## config.mk

```make
export PLATFORM = sky130hd
export DESIGN_NAME = bus_cycle_ctrl
export DESIGN_NICKNAME = d
export VERILOG_FILES = /design/src/rtl/bus_cycle_pkg.sv /design/src/rtl/bus_addr_decode.sv /design/src/rtl/bus_cycle_ctrl.sv
export SDC_FILE = /design/constraint.sdc
export NUM_CORES = 1
export LEC_CHECK = 0
export ABC_AREA = 1
export CAP_MARGIN = 20
export CORE_UTILIZATION = 30
export DETAILED_ROUTE_END_ITERATION = 16
export PLACE_DENSITY = 0.46
export SYNTH_ARGS = -nofsm -noshare
export SYNTH_HDL_FRONTEND = slang
export SYNTH_SLANG_ARGS = --single-unit
```

## constraint.sdc

```tcl
create_clock -name CPUCLK -period 3.23 [get_ports CPUCLK]
set_clock_uncertainty 0.1 [all_clocks]
set_input_delay 0.646 -clock CPUCLK [delete_from_list [all_inputs] [get_ports CPUCLK]]
set_output_delay 0.646 -clock CPUCLK [all_outputs]
set_load 0.02 [all_outputs]
```

## src/rtl/bus_cycle_pkg.sv

```systemverilog
// Shared types and decode constants for the 68000 bus-cycle controller.
package bus_cycle_pkg;

   typedef enum logic [1:0] {IDLE, ACCESS, ACK, FAULT} state_t;

   typedef enum logic [1:0] {NONE, PROM, SRAM, IACK} region_t;

   localparam logic [3:0] REGION_PROM = 4'h0;
   localparam logic [3:0] REGION_SRAM = 4'h1;
   localparam logic [2:0] FC_IACK     = 3'b111;

endpackage

```

## src/rtl/bus_addr_decode.sv

```systemverilog
// Classifies a registered CPU cycle into a memory region or an illegal access.
module bus_addr_decode
   import bus_cycle_pkg::*;
(
   input  logic [7:0] addr,
   input  logic [2:0] fc,
   input  logic       rw,
   output region_t    region,
   output logic       illegal
);

   // Only A23..A20 select a region; the low nibble is carried for completeness.
   logic unused_addr_low;
   assign unused_addr_low = ^addr[3:0];

   // Interrupt acknowledge wins over any address; PROM is read-only.
   always_comb begin
      region  = NONE;
      illegal = 1'b0;
      if (fc == FC_IACK) begin
         region = IACK;
      end else if (addr[7:4] == REGION_PROM && rw) begin
         region = PROM;
      end else if (addr[7:4] == REGION_SRAM) begin
         region = SRAM;
      end else begin
         illegal = 1'b1;
      end
   end

endmodule

```

## src/rtl/bus_cycle_ctrl.sv

```systemverilog
// Synchronous 68000 bus-cycle controller: chip selects, strobes, wait states,
// DTACK/AVEC acknowledge and BERR on illegal accesses or watchdog timeout.
module bus_cycle_ctrl
   import bus_cycle_pkg::*;
#(
   parameter int unsigned PROM_WAIT    = 2,
   parameter int unsigned SRAM_WAIT    = 0,
   parameter int unsigned BERR_TIMEOUT = 64
) (
   input  logic       CPUCLK,
   input  logic       RESET,
   input  logic       AS,
   input  logic       UDS,
   input  logic       LDS,
   input  logic       RW,
   input  logic [2:0] FC,
   input  logic [7:0] A,
   output logic       PROMCS0,
   output logic       PROMCS1,
   output logic       SRAMCS0,
   output logic       SRAMCS1,
   output logic       OE,
   output logic       WEU,
   output logic       WEL,
   output logic       DTACK,
   output logic       AVEC,
   output logic       BERR
);

   localparam logic [3:0] PROM_WAIT_C = 4'(PROM_WAIT);
   localparam logic [3:0] SRAM_WAIT_C = 4'(SRAM_WAIT);
   localparam logic [7:0] WDOG_LAST   = 8'(BERR_TIMEOUT - 1);

   logic       as_r, uds_r, lds_r, rw_r;
   logic [2:0] fc_r;
   logic [7:0] a_r;

   state_t     state, state_next;
   logic [3:0] wcnt, wcnt_next;
   logic [7:0] wdog, wdog_next;
   region_t    cyc_region, cyc_region_next;
   logic       cyc_rw, cyc_rw_next;

   region_t    dec_region;
   logic       dec_illegal;

   logic [9:0] out_q, out_d;
   logic       strobe_active, sel_prom, sel_sram;

   bus_addr_decode u_decode (
      .addr    (a_r),
      .fc      (fc_r),
      .rw      (rw_r),
      .region  (dec_region),
      .illegal (dec_illegal)
   );

   always_ff @(posedge CPUCLK or negedge RESET) begin
      if (!RESET) begin
         as_r  <= 1'b1;
         uds_r <= 1'b1;
         lds_r <= 1'b1;
         rw_r  <= 1'b1;
         fc_r  <= 3'b000;
         a_r   <= 8'h00;
      end else begin
         as_r  <= AS;
         uds_r <= UDS;
         lds_r <= LDS;
         rw_r  <= RW;
         fc_r  <= FC;
         a_r   <= A;
      end
   end

   always_ff @(posedge CPUCLK or negedge RESET) begin
      if (!RESET) begin
         state      <= IDLE;
         wcnt       <= 4'd0;
         wdog       <= 8'd0;
         cyc_region <= NONE;
         cyc_rw     <= 1'b1;
         out_q      <= '1;
      end else begin
         state      <= state_next;
         wcnt       <= wcnt_next;
         wdog       <= wdog_next;
         cyc_region <= cyc_region_next;
         cyc_rw     <= cyc_rw_next;
         out_q      <= out_d;
      end
   end

   // Abort beats watchdog, watchdog beats illegal decode, which beats wait states.
   always_comb begin
      state_next      = state;
      wcnt_next       = wcnt;
      wdog_next       = wdog;
      cyc_region_next = cyc_region;
      cyc_rw_next     = cyc_rw;
      case (state)
         IDLE: begin
            if (!as_r) begin
               state_next      = ACCESS;
               wdog_next       = 8'd0;
               cyc_rw_next     = rw_r;
               cyc_region_next = dec_illegal ? NONE : dec_region;
               case (dec_region)
                  PROM:    wcnt_next = PROM_WAIT_C;
                  SRAM:    wcnt_next = SRAM_WAIT_C;
                  default: wcnt_next = 4'd0;
               endcase
            end
         end
         ACCESS: begin
            wdog_next = (wdog == 8'hFF) ? wdog : wdog + 8'd1;
            if (as_r) begin
               state_next = IDLE;
            end else if (wdog == WDOG_LAST) begin
               state_next = FAULT;
            end else if (cyc_region == NONE) begin
               state_next = FAULT;
            end else if (wcnt == 4'd0) begin
               state_next = ACK;
            end else begin
               wcnt_next = wcnt - 4'd1;
            end
         end
         ACK, FAULT: begin
            if (as_r) begin
               state_next = IDLE;
            end
         end
         default: state_next = IDLE;
      endcase
   end

   // Strobes follow the live data strobes only while the cycle stays in progress.
   always_comb begin
      strobe_active = (state == ACCESS || state == ACK) &&
                      (state_next == ACCESS || state_next == ACK);
      sel_prom = strobe_active && (cyc_region == PROM);
      sel_sram = strobe_active && (cyc_region == SRAM);
      out_d    = '1;
      out_d[9] = ~(sel_prom & ~uds_r);
      out_d[8] = ~(sel_prom & ~lds_r);
      out_d[7] = ~(sel_sram & ~uds_r);
      out_d[6] = ~(sel_sram & ~lds_r);
      out_d[5] = ~((sel_prom | sel_sram) & cyc_rw);
      out_d[4] = ~(sel_sram & ~cyc_rw & ~uds_r);
      out_d[3] = ~(sel_sram & ~cyc_rw & ~lds_r);
      out_d[2] = ~((state_next == ACK) && (cyc_region != IACK));
      out_d[1] = ~((state_next == ACK) && (cyc_region == IACK));
      out_d[0] = ~(state_next == FAULT);
   end

   assign {PROMCS0, PROMCS1, SRAMCS0, SRAMCS1, OE, WEU, WEL, DTACK, AVEC, BERR} = out_q;

endmodule

```

==> run metrics <==
run status=finished clean; required time of the worst setup path=between 3 and 4 ns; number of global-route vias before repair=between 1,000 and 1,500; type of element capturing the critical path=flop; port bufs=22; standard cell core area=between 5000 and 6000 um^2; fraction of post-synthesis cell area in the top cell type by area=0.3093; static leakage=between 1 and 1.5 nW; Peak VDD IR=around 0.25 mV; Cell Rows=28; CP startpoint kind=flop; highest metal layer with signal wires=met4; sequential element share of the synthesized area=0.5212; number of vias per cell after detailed routing=~4.3; wirelength, routed=roughly 3400 um; total power of the final layout=1.731 mW; Hold Fails Final Rpt=0; arithmetic-cell share of the synthesized area counting full adders, half adders and majority gates=0.06052; pin count of the biggest net entering global routing=39; number of instances in the synthesized netlist=between 200 and 250; net count reported at finish=roughly 270; fin crit period=between 2 and 2.5 ns; Crit path arrival time=around 2.6 ns; max-cap check violation count=0; Slowest Stage Delay on Critical Path=0.42 ns; total vias in the final route=~1,400; clock insertion delay at the later pin of the skew report=0.29 ns; met2 routed WL=1440 um; die area=roughly 6500 um^2; library cells used by synthesis=26; synth top area cells=dfrtp_1 31%, dfstp_2 21%, nand2_1 12%, ha_1 6.1%, nand3_1 5.6%; TritonCTS clock tree=done; critical path class=reg -> reg; unrepaired setup endpoints after global routing=no; Final Non-Filler Cells=approximately 320; Resized Gates After CTS=0; overall overflow remaining after global route=0; largest area contributor in the synthesized netlist=dfrtp_1; Vert. Die Dim=just over 80 um; DR iter-0 viols=60; clock tree sinks=38; cell with the largest stage delay on the worst path=dfrtp_1; end of the worst register-to-register path=out_q[3]$_DFF_PN1_; clock-pin slew reported for the worst setup and hold paths after clock tree synthesis=roughly 0.080 ns; highest clock rate=a little over 0.4 GHz; number of antenna violations at the first check in global routing=0; ordered list of cells on the worst path=inv_1 > ha_1 > inv_2 > nor2_1 > a21oi_1 > nand2_1 > inv_1 > ha_1 > inv_1 > nand2_1 > nor3_1 > nand3_1; number of cells on the worst reg-to-reg path=12; area growth from synthesis to layout=21.92%; detailed placer's ending HPWL=2493 um; startpoint of the worst-slack reg-to-reg timing path=state[0]$_DFF_PN0_; Post-Synthesis Net Count=240; Final Slew Violations=0; crit-path most repeated cell=inv_1; Largest delay share family, worst path=simple AND/OR/NAND/NOR gates; dpl cells=310; wire length of the first global-routing pass=6065 um; routability-driven placement congestion ratio=around 0.76; post-synthesis register bit count=38; top-level port count=27; wire length on met1=1802 um; Slew HR=0.4451; endpoint of the most critical setup path=out_q[3]$_DFF_PN1_; Crit. Startpoint=state[0]$_DFF_PN0_; dominant combinational cell family by area after synthesis=simple AND/OR/NAND/NOR gates; warnings from Yosys=0; register-to-register setup slack=about 0.77 ns; Die X-Extent=80.75 um; setup repair bufs after CTS=0; logic depth of the worst path, buffers included=12; Compound-Gate Fraction of Synth Area=0.06725; post-synthesis average cell area=8.694 um^2; area share of and/or/nand/nor cells after synthesis=0.2730; iteration count of the initial detailed-routing pass=4; number of antenna repair diodes=0; Root Buffer=clkbuf_8; Cell Pwr Density=approximately 760 nW/um^2; Worst Path Buf+Inv=4; slew at the pin with the worst max-slew slack=around 0.83 ns; final setup vio count=0; met3 wire len=110 um; number of H-tree branching levels=2; antenna violation net count after detailed routing=0; Post-CTS Hold Fix Bufs=0; Period Utilization, post-route=0.7629; mux cell area share after synthesis=0; GRT Total Usage=0.1250; Post-Synth XOR/XNOR Area=0; maximum root-to-sink buffer count=2; Hold Crit Class=in -> async; initial standard-cell utilization of the core=0.3124; area of the mapped netlist=approximately 1900 um^2; share of post-route cells with drive strength above 1=0.1728; most frequent standard cell in the layout excluding fill and tap cells=nand2_1; DRC violations left=0; most frequent cells in the layout=60 x nand2_1, 25 x inv_1, 23 x dfrtp_1; largest driver fanout on the critical path=5; Total Neg Setup Slack=0 ns; average wire length per cell after detail routing=~11 um; total CTS buffers=5
[cells by family after synthesis]
logic type / after synthesis
flip-flops: 38
AND/OR/NAND/NOR: 114
adder cells (fa/ha/maj): 9
AO/OA/AOI/OAI: 19
buffers and inverters: 34
[through the flow]
stage                     setup slack (ns)  utilization  instance area [um^2]  hold slack, ns
after floorplan                      1.029            -                  1861          0.2504
after global placement              0.7595       0.3613                  2152          0.3493
after detailed placement            0.7547       0.3613                  2152          0.3522
after CTS                           0.7374       0.3809                  2268          0.3705
after global routing                0.4366       0.3809                  2268          0.3971
final                               0.7657       0.3809                  2268          0.3501
[state kept, by name (all words and copies together) (netlist names)]
register,cells
cyc_rw,1
a_r,4
wcnt,4
state,2
rw_r,1
cyc_region,2
wdog,8
fc_r,3
lds_r,1
uds_r,1
as_r,1
out_q,10
[layer usage]
layer | vias up | GRT usage
met1 | 609 | 0.1707
met2 | 25 | 0.1839
met5 | - | 0
met3 | 5 | 0.02584
li1 | 726 | -
met4 | 0 | 0.06964
[where the power goes]
part	total, mW	switching, mW	leakage [nW]	internal [mW]
Combinational	0.669	0.428	0.560	0.240
Clock	0.415	0.164	0.0585	0.252
Sequential	0.647	0.0649	0.451	0.582
[layout make-up]
cell class              instances  area, um^2
clock buffers                   7       86.33
clock inverters                 1       30.03
fillers                       628        3687
inverters                      32       120.1
multi-input cells             142       745.7
flip-flops and latches         38       969.7
well taps                      75       93.84
repair buffers                 23       222.7
[synthesized netlist by cell type]
| library cell | count |
|---|---|
| nor3b_1 | 1 |
| dfstp_2 | 15 |
| buf_2 | 1 |
| clkinv_1 | 1 |
| o21bai_1 | 1 |
| nand2_1 | 60 |
| nand2_2 | 2 |
| inv_1 | 25 |
| a21oi_2 | 1 |
| inv_2 | 6 |
| nor2_1 | 21 |
| buf_12 | 1 |
| a21oi_1 | 5 |
| ha_1 | 9 |
| o21ai_2 | 6 |
| o21ai_0 | 2 |
| a31oi_1 | 1 |
| nor3_1 | 2 |
| o21ai_1 | 3 |
| or2_1 | 1 |
| nand4_4 | 1 |
| dfrtp_1 | 23 |
| nand4_1 | 3 |
| nor2_4 | 1 |
| nand2_4 | 1 |
| nand3_1 | 21 |
[how the worst min path moves through the flow]
| stage | start | endpoint | slack (ns) | cells past startpoint |
|---|---|---|---|---|
| 5_1_grt | cyc_rw$_DFFE_PN1P_ | out_q[5]$_DFF_PN1_ | 0.40 | 1 |
| 6_report | RESET | wdog[5]$_DFFE_PN0P_ | 0.35 | 1 |
| 3_3_place_gp | cyc_rw$_DFFE_PN1P_ | out_q[5]$_DFF_PN1_ | 0.35 | 1 |
| 2_1_floorplan | RESET | a_r[4]$_DFF_PN0_ | 0.25 | 0 |
| 3_5_place_dp | cyc_rw$_DFFE_PN1P_ | out_q[5]$_DFF_PN1_ | 0.35 | 1 |
| 4_1_cts | cyc_rw$_DFFE_PN1P_ | out_q[5]$_DFF_PN1_ | 0.37 | 1 |
No activity file was read; power rests on OpenSTA's default activity.
